`src/rtl/hash_ser_pkg.sv`:
```
// Shared types and defaults for the hash word serializer.
// Holds the FSM state encoding and the default strobe/timeout lengths.
package hash_ser_pkg;

   typedef enum logic [1:0] {
      StIdle,
      StLo,
      StHi
   } state_e;

   localparam int unsigned DefHalfPeriod = 2097152;
   localparam int unsigned DefTimeout    = 10000000;

   function automatic int unsigned max_u(input int unsigned a, input int unsigned b);
      return (a > b) ? a : b;
   endfunction

endpackage

```
`src/rtl/hash_word_serializer_if.sv`:
```
// Hash input, start/ack controls and word-strobe outputs of the serializer.
// The master side feeds the hash and acknowledges; the slave side is the serializer.
interface hash_word_serializer_if #(
   parameter int unsigned HASH_W = 256,
   parameter int unsigned OUT_W  = 8
);
   logic [HASH_W-1:0] hash;
   logic              out_en;
   logic              ack_rpi0;
   logic [OUT_W-1:0]  part_hash;
   logic              load_rpi0;
   logic              busy;
   logic              done;
   logic              err;

   modport master (
      output hash, out_en, ack_rpi0,
      input  part_hash, load_rpi0, busy, done, err
   );

   modport slave (
      input  hash, out_en, ack_rpi0,
      output part_hash, load_rpi0, busy, done, err
   );
endinterface

```
`src/rtl/sync_2ff.sv`:
```
// Single-bit two-flop synchroniser with asynchronous active-high reset to 0.
module sync_2ff (
   input  logic clk,
   input  logic rst_p,
   input  logic d,
   output logic q
);
   logic s1_q, s2_q;

   always_ff @(posedge clk or posedge rst_p) begin
      if (rst_p) begin
         s1_q <= 1'b0;
         s2_q <= 1'b0;
      end else begin
         s1_q <= d;
         s2_q <= s1_q;
      end
   end

   assign q = s2_q;
endmodule

```
`src/rtl/hash_word_serializer.sv`:
```
// Captures a finished hash and presents it one OUT_W word at a time with a load strobe,
// either on a fixed half-period timer or paced by an acknowledge from the receiver.
module hash_word_serializer
   import hash_ser_pkg::*;
#(
   parameter int unsigned HASH_W      = 256,
   parameter int unsigned OUT_W       = 8,
   parameter bit          MSB_FIRST   = 1'b1,
   parameter int unsigned HALF_PERIOD = DefHalfPeriod,
   parameter bit          USE_ACK     = 1'b0,
   parameter int unsigned TIMEOUT     = DefTimeout
) (
   input logic                   clk,
   input logic                   rst_p,
   hash_word_serializer_if.slave bus
);
   localparam int unsigned NWords   = HASH_W / OUT_W;
   localparam int unsigned CntW     = (NWords > 1) ? $clog2(NWords) : 1;
   localparam int unsigned TimerMax = max_u(HALF_PERIOD, TIMEOUT);
   localparam int unsigned TimerW   = $clog2(TimerMax + 1);

   localparam logic [CntW-1:0]   LastWord = CntW'(NWords - 1);
   localparam logic [TimerW-1:0] HpLast   = TimerW'(HALF_PERIOD - 1);
   localparam logic [TimerW-1:0] ToLast   = TimerW'(TIMEOUT - 1);

   state_e             state_q, state_d;
   logic [HASH_W-1:0]  shreg_q, shreg_d;
   logic [CntW-1:0]    cnt_q, cnt_d;
   logic [TimerW-1:0]  timer_q, timer_d;
   logic               load_q, load_d;
   logic               busy_q, busy_d;
   logic               done_q, done_d;
   logic               err_q, err_d;
   logic               ack_s;
   logic               hi_end;

   sync_2ff u_ack_sync (
      .clk  (clk),
      .rst_p(rst_p),
      .d    (bus.ack_rpi0),
      .q    (ack_s)
   );

   always_comb begin
      state_d = state_q;
      shreg_d = shreg_q;
      cnt_d   = cnt_q;
      timer_d = timer_q;
      done_d  = 1'b0;
      err_d   = 1'b0;
      hi_end  = 1'b0;

      unique case (state_q)
         StIdle: begin
            if (bus.out_en) begin
               shreg_d = bus.hash;
               cnt_d   = '0;
               timer_d = '0;
               state_d = StLo;
            end
         end
         StLo: begin
            // Saturate so an ack held high can stall LO indefinitely.
            if (timer_q != HpLast) timer_d = timer_q + TimerW'(1);
            if (timer_q == HpLast && (!USE_ACK || !ack_s)) begin
               timer_d = '0;
               state_d = StHi;
            end
         end
         StHi: begin
            timer_d = timer_q + TimerW'(1);
            hi_end  = USE_ACK ? ack_s : (timer_q == HpLast);
            if (hi_end) begin
               timer_d = '0;
               if (cnt_q == LastWord) begin
                  done_d  = 1'b1;
                  shreg_d = '0;
                  state_d = StIdle;
               end else begin
                  shreg_d = MSB_FIRST ? (shreg_q << OUT_W) : (shreg_q >> OUT_W);
                  cnt_d   = cnt_q + CntW'(1);
                  state_d = StLo;
               end
            end else if (USE_ACK && timer_q == ToLast) begin
               err_d   = 1'b1;
               shreg_d = '0;
               timer_d = '0;
               state_d = StIdle;
            end
         end
         default: state_d = StIdle;
      endcase

      load_d = (state_d == StHi);
      busy_d = (state_d != StIdle);
   end

   always_ff @(posedge clk or posedge rst_p) begin
      if (rst_p) begin
         state_q <= StIdle;
         shreg_q <= '0;
         cnt_q   <= '0;
         timer_q <= '0;
         load_q  <= 1'b0;
         busy_q  <= 1'b0;
         done_q  <= 1'b0;
         err_q   <= 1'b0;
      end else begin
         state_q <= state_d;
         shreg_q <= shreg_d;
         cnt_q   <= cnt_d;
         timer_q <= timer_d;
         load_q  <= load_d;
         busy_q  <= busy_d;
         done_q  <= done_d;
         err_q   <= err_d;
      end
   end

   assign bus.part_hash = MSB_FIRST ? shreg_q[HASH_W-1 -: OUT_W] : shreg_q[OUT_W-1:0];
   assign bus.load_rpi0 = load_q;
   assign bus.busy      = busy_q;
   assign bus.done      = done_q;
   assign bus.err       = err_q;
endmodule

```
`src/flat_wrapper.sv`:
```
// flat-port wrapper written by rule: the top's interface ports become plain ports
module hash_word_serializer_flat import hash_ser_pkg::*;
#(
   parameter int unsigned HASH_W      = 256,
   parameter int unsigned OUT_W       = 8,
   parameter bit          MSB_FIRST   = 1'b1,
   parameter int unsigned HALF_PERIOD = DefHalfPeriod,
   parameter bit          USE_ACK     = 1'b0,
   parameter int unsigned TIMEOUT     = DefTimeout
)
  (clk, rst_p, bus_hash, bus_out_en, bus_ack_rpi0, bus_part_hash, bus_load_rpi0, bus_busy, bus_done, bus_err);
  hash_word_serializer_if #(.HASH_W(HASH_W), .OUT_W(OUT_W)) bus_i ();
  input logic clk;
  input logic rst_p;
  input wire logic [$bits(bus_i.hash)-1:0] bus_hash;
  input wire logic [$bits(bus_i.out_en)-1:0] bus_out_en;
  input wire logic [$bits(bus_i.ack_rpi0)-1:0] bus_ack_rpi0;
  output wire logic [$bits(bus_i.part_hash)-1:0] bus_part_hash;
  output wire logic [$bits(bus_i.load_rpi0)-1:0] bus_load_rpi0;
  output wire logic [$bits(bus_i.busy)-1:0] bus_busy;
  output wire logic [$bits(bus_i.done)-1:0] bus_done;
  output wire logic [$bits(bus_i.err)-1:0] bus_err;
  assign bus_i.hash = bus_hash;
  assign bus_i.out_en = bus_out_en;
  assign bus_i.ack_rpi0 = bus_ack_rpi0;
  assign bus_part_hash = bus_i.part_hash;
  assign bus_load_rpi0 = bus_i.load_rpi0;
  assign bus_busy = bus_i.busy;
  assign bus_done = bus_i.done;
  assign bus_err = bus_i.err;
  hash_word_serializer #(.HASH_W(HASH_W), .OUT_W(OUT_W), .MSB_FIRST(MSB_FIRST), .HALF_PERIOD(HALF_PERIOD), .USE_ACK(USE_ACK), .TIMEOUT(TIMEOUT)) u_core (.clk(clk), .rst_p(rst_p), .bus(bus_i));
endmodule
```
`config.mk`:
```
export PLATFORM = sky130hd
export DESIGN_NAME = hash_word_serializer_flat
export DESIGN_NICKNAME = d
export VERILOG_FILES = /design/src/rtl/hash_ser_pkg.sv /design/src/rtl/hash_word_serializer_if.sv /design/src/rtl/sync_2ff.sv /design/src/rtl/hash_word_serializer.sv /design/src/flat_wrapper.sv
export SDC_FILE = /design/constraint.sdc
export NUM_CORES = 1
export LEC_CHECK = 0
export ABC_AREA = 1
export CORE_UTILIZATION = 53
export DETAILED_ROUTE_END_ITERATION = 7
export PLACE_DENSITY_LB_ADDON = 0.08
export SLEW_MARGIN = 20
export SYNTH_ARGS = -nofsm -noshare
export SYNTH_HDL_FRONTEND = slang
export SYNTH_HIERARCHICAL = 1
export SYNTH_SLANG_ARGS = --single-unit
```
`constraint.sdc`:
```
create_clock -name clk -period 13 [get_ports clk]
set_input_delay 2.6 -clock clk [delete_from_list [all_inputs] [get_ports clk]]
set_output_delay 2.6 -clock clk [all_outputs]
set_load 0.03 [all_outputs]
```
==> metrics.csv <==
stage,metric,value,unit
cts,CTS buffer count,34,
hold_path,Worst Hold End,u_core/shreg_q[247],
synthesis,Yosys warnings,6,
global_routing,pin count of the biggest net entering global routing,163,
finish,fillers,2394,
synthesis,Synth top area share,48.68,%
finish,final core utilization,67.15,%
cts,H-tree levels,2,
synthesis,top post-synthesis cells by area,"dfrtp_1 (49%), nand2_1 (16%), o21ai_0 (6.9%)",
cts,maximum root-to-sink buffer count,3,
global_routing,All-Layer GR Usage,24.79,%
pwr,maximum VDD drop,0.0002674,V
synthesis,post-synthesis async set-or-reset flop share,100.0,%
worst_setup_path,Worst R2R Start,u_core/state_q[0],
sta,maximum clock frequency,0.1660,GHz
pwr,post-layout power,3.537,mW
pwr,Pint,2.330,mW
detailed_routing,Routed WL,35360,µm
floorplan,Initial Util,53.81,%
detailed_routing,WL met3,1864,µm
synthesis,number of library cell types mapped by synthesis,32,
synthesis,ys flop type,dfrtp_1,
detailed_routing,via count,12726,
synthesis,"EDFF count, synth",0,
floorplan,die extent in y,169.7,µm
synthesis,Syn Area/Cell,7.696,µm²
synthesis,Synthesized Nets,2205,
pwr,Power Density,190.1,nW/µm²
floorplan,IO Pins,272,
sta,RSZ-0062 raised after global routing,no,
sta,final setup violation count,0,
synthesis,"count leader, synth",nand2_1,
worst_setup_path,R2R Setup Slk,8.59,ns
placed_design,port bufs,269,
sta,hold slack final,0.4803,ns
finish,layout cells sized above 1,5.231,%
pwr,Seq pwr share,40.1,%
cts,CTS root buffer,clkbuf_16,
worst_setup_path,kind of end point of the critical path,flip-flop,
placed_design,DP Wirelength,22400,µm
pwr,sw frac,34.12,%
synthesis,cell taking the most area after synthesis,dfrtp_1,
detailed_routing,metal2 WL,16370,µm
finish,area of the multi-input gates,5864,µm²
worst_setup_path,FF-to-FF path depth,11,
hold_path,Worst Hold Class,flip-flop to flip-flop,
worst_setup_path,CP Max Fanout,162,
sta,Clock Skews,0.01141,ns
cts,CTS-repair resized insts,0,
sta,Final Hold Viols,0,
cts,cts hold-fix bufs,0,
worst_setup_path,CP Launch Type,primary input,
sta,Tightest Pin Transition,1.042,ns
synthesis,"top cells by count, synth","nand2_1 (625), dfrtp_1 (290), inv_1 (261), o21ai_0 (207), o21ai_1 (171)",
floorplan,row count,61,
cts,worst skew pair latency,0.50,ns
global_routing,vias in the first global route,11878,
sta,fin crit period,6.023,ns
sta,Sum Neg Setup Slack,0,ns
pwr,Psw,1.207,mW
run_status,outcome,finished clean,
job,max_cap viols,0,
global_routing,"Remaining Overflow, GRT",0,
synthesis,Synth Instances,1937,
sta,final worst-path cycle share,46.33,%
detailed_routing,Metal-1 WL,16270,µm
detailed_routing,highest metal used,met5,
finish,area growth from synthesis to layout,24.80,%
floorplan,die area,28800,µm²
floorplan,Die Width,169.7,µm
detailed_routing,DRT iter0 DRCs,1023,
worst_setup_path,crit path DAT,6.44,ns
hold_path,WHS Path Cells,2,
placed_design,placed inst area,17380,µm²
detailed_routing,post-route ant nets,0,
synthesis,Syn Std Cell Area,14910,µm²
hold_path,hold wc startpoint,u_core/shreg_q[247],
floorplan,core area,27710,µm²
detailed_routing,# DRC,0,
cts,clk slew on worst S/H paths,0.06,ns
worst_setup_path,CP required,13.41,ns
pwr,clock power share,28.6,%
detailed_routing,drt pass-1 iters,5,
pwr,leakage power,9.083,nW
finish,final layout net count,2387,
sta,worst rel slew slack,30.53,%
global_routing,global-route wire length before repair,58100,µm
synthesis,"flops & latches, synth",290,
detailed_routing,WL/cell,14.03,µm
sta,fin. max-slew vios,0,
synthesis,"Seq/Total Area, Yosys",48.68,%
detailed_routing,vias per cell,5.048,
cts,post-CTS setup buffers,0,
cts,CTS Sinks,290,
pwr,Comb power frac,31.3,%
global_routing,initial antenna violation count,3,
worst_setup_path,worst reg2reg endpoint,u_core/shreg_q[66],
cts,CTS tree,yes,
finish,final instance area,18610,µm²
worst_setup_path,Setup Crit Path Kind,primary input to flip-flop,
placed_design,Placer Congestion,0.8372,
finish,FF+latch area,7257,µm²
-- metal layers --
layer | global-route usage, % | vias to the layer above
li1 | - | 6473
met1 | 36.16 | 5863
met3 | 3.335 | 65
met2 | 38.20 | 323
met5 | 0 | -
met4 | 7.991 | 2
-- registers in the layout, indices dropped and copies added, names as in the netlist --
register and flops:
u_core/bus.load_rpi0 1, u_core/bus.done 1, u_core/timer_q 24, u_core/bus.busy 1
u_core/state_q 2, u_core/shreg_q 256, u_core/cnt_q 5
-- worst max-delay path, stage by stage --
cell and delay, ns:
clkdlybuf4s50_1 0.48, inv_1 0.04, nand2_1 0.06, inv_1 0.05
nor2_1 0.20, nand2_4 0.29, inv_8 0.69, buf_6 0.68
buf_4 0.93, nand2_1 0.13, o21ai_1 0.13
-- kinds of logic (layout without fill, tap and decap cells) --
kind of cell	Yosys count	in the layout	share of synthesized area (%)
adders and majority gates	8	8	0.6714
and+or+nand+nor	738	738	19.56
other	1	3	0.02515
AOI/OAI and AO/OA	493	493	18.51
DFF	290	290	48.68
buffers and inverters	399	603	12.08
xor gates and xnor gates	8	8	0.4700
-- cell type report --
class / instances / area share (%)
flip-flops and latches: 290 / 39.00
multi-input cells: 1248 / 31.52
repair buffers: 279 / 14.94
inverters: 266 / 5.488
clock buffers: 45 / 5.461
well taps: 378 / 2.542
clock inverters: 13 / 1.022
diodes: 2 / 0.02690
-- power groups by stage --
stage               Clock, mW  Sequential (mW)  Combinational, mW
global placement            0             1.42               1.07
CTS                      1.04             1.42               1.12
floorplan                   0             1.41              0.940
finish                   1.01             1.42               1.11
global route             1.07             1.45               1.29
detailed placement          0             1.43               1.10
-- placed cells by master, fill, tap and decap left out, types with 2 or more instances in the layout --
cell,instances
o21ai_1,171
clkbuf_16,37
buf_4,7
dfrtp_1,290
buf_6,3
ha_1,7
o21ai_0,207
nand3_1,32
a21oi_1,7
clkbuf_8,6
and3_1,2
nand2_4,4
nand2_2,10
clkdlybuf4s50_1,269
clkbuf_1,2
inv_2,2
nor2_2,4
clkinv_2,8
o21bai_1,4
diode_2,2
nand4_1,8
xnor2_1,2
o21ai_2,20
xor2_1,6
nor2_1,44
inv_8,3
inv_1,260
nand2_1,624
o31ai_1,83
nor3_1,7
bufinv_16,5
-- stage by stage --
stage                     setup WS [ns]  cells
after global placement            6.305   2461
final                             6.977   2521
after global routing              6.544   2521
after CTS                         6.738   2519
after floorplan                   2.394   1937
after detailed placement          6.205   2461
-- how the worst max path moves through the flow --
stage	from	cells after the start	slack, ns	end
2_1_floorplan	rst_p	1	2.39	u_core/bus.busy
3_3_place_gp	bus_out_en	11	6.31	u_core/shreg_q[66]
3_5_place_dp	bus_out_en	11	6.21	u_core/shreg_q[70]
4_1_cts	bus_out_en	11	6.74	u_core/shreg_q[70]
5_1_grt	bus_out_en	11	6.54	u_core/shreg_q[70]
6_report	bus_out_en	11	6.98	u_core/shreg_q[66]
(Power assumes the default switching activity.)
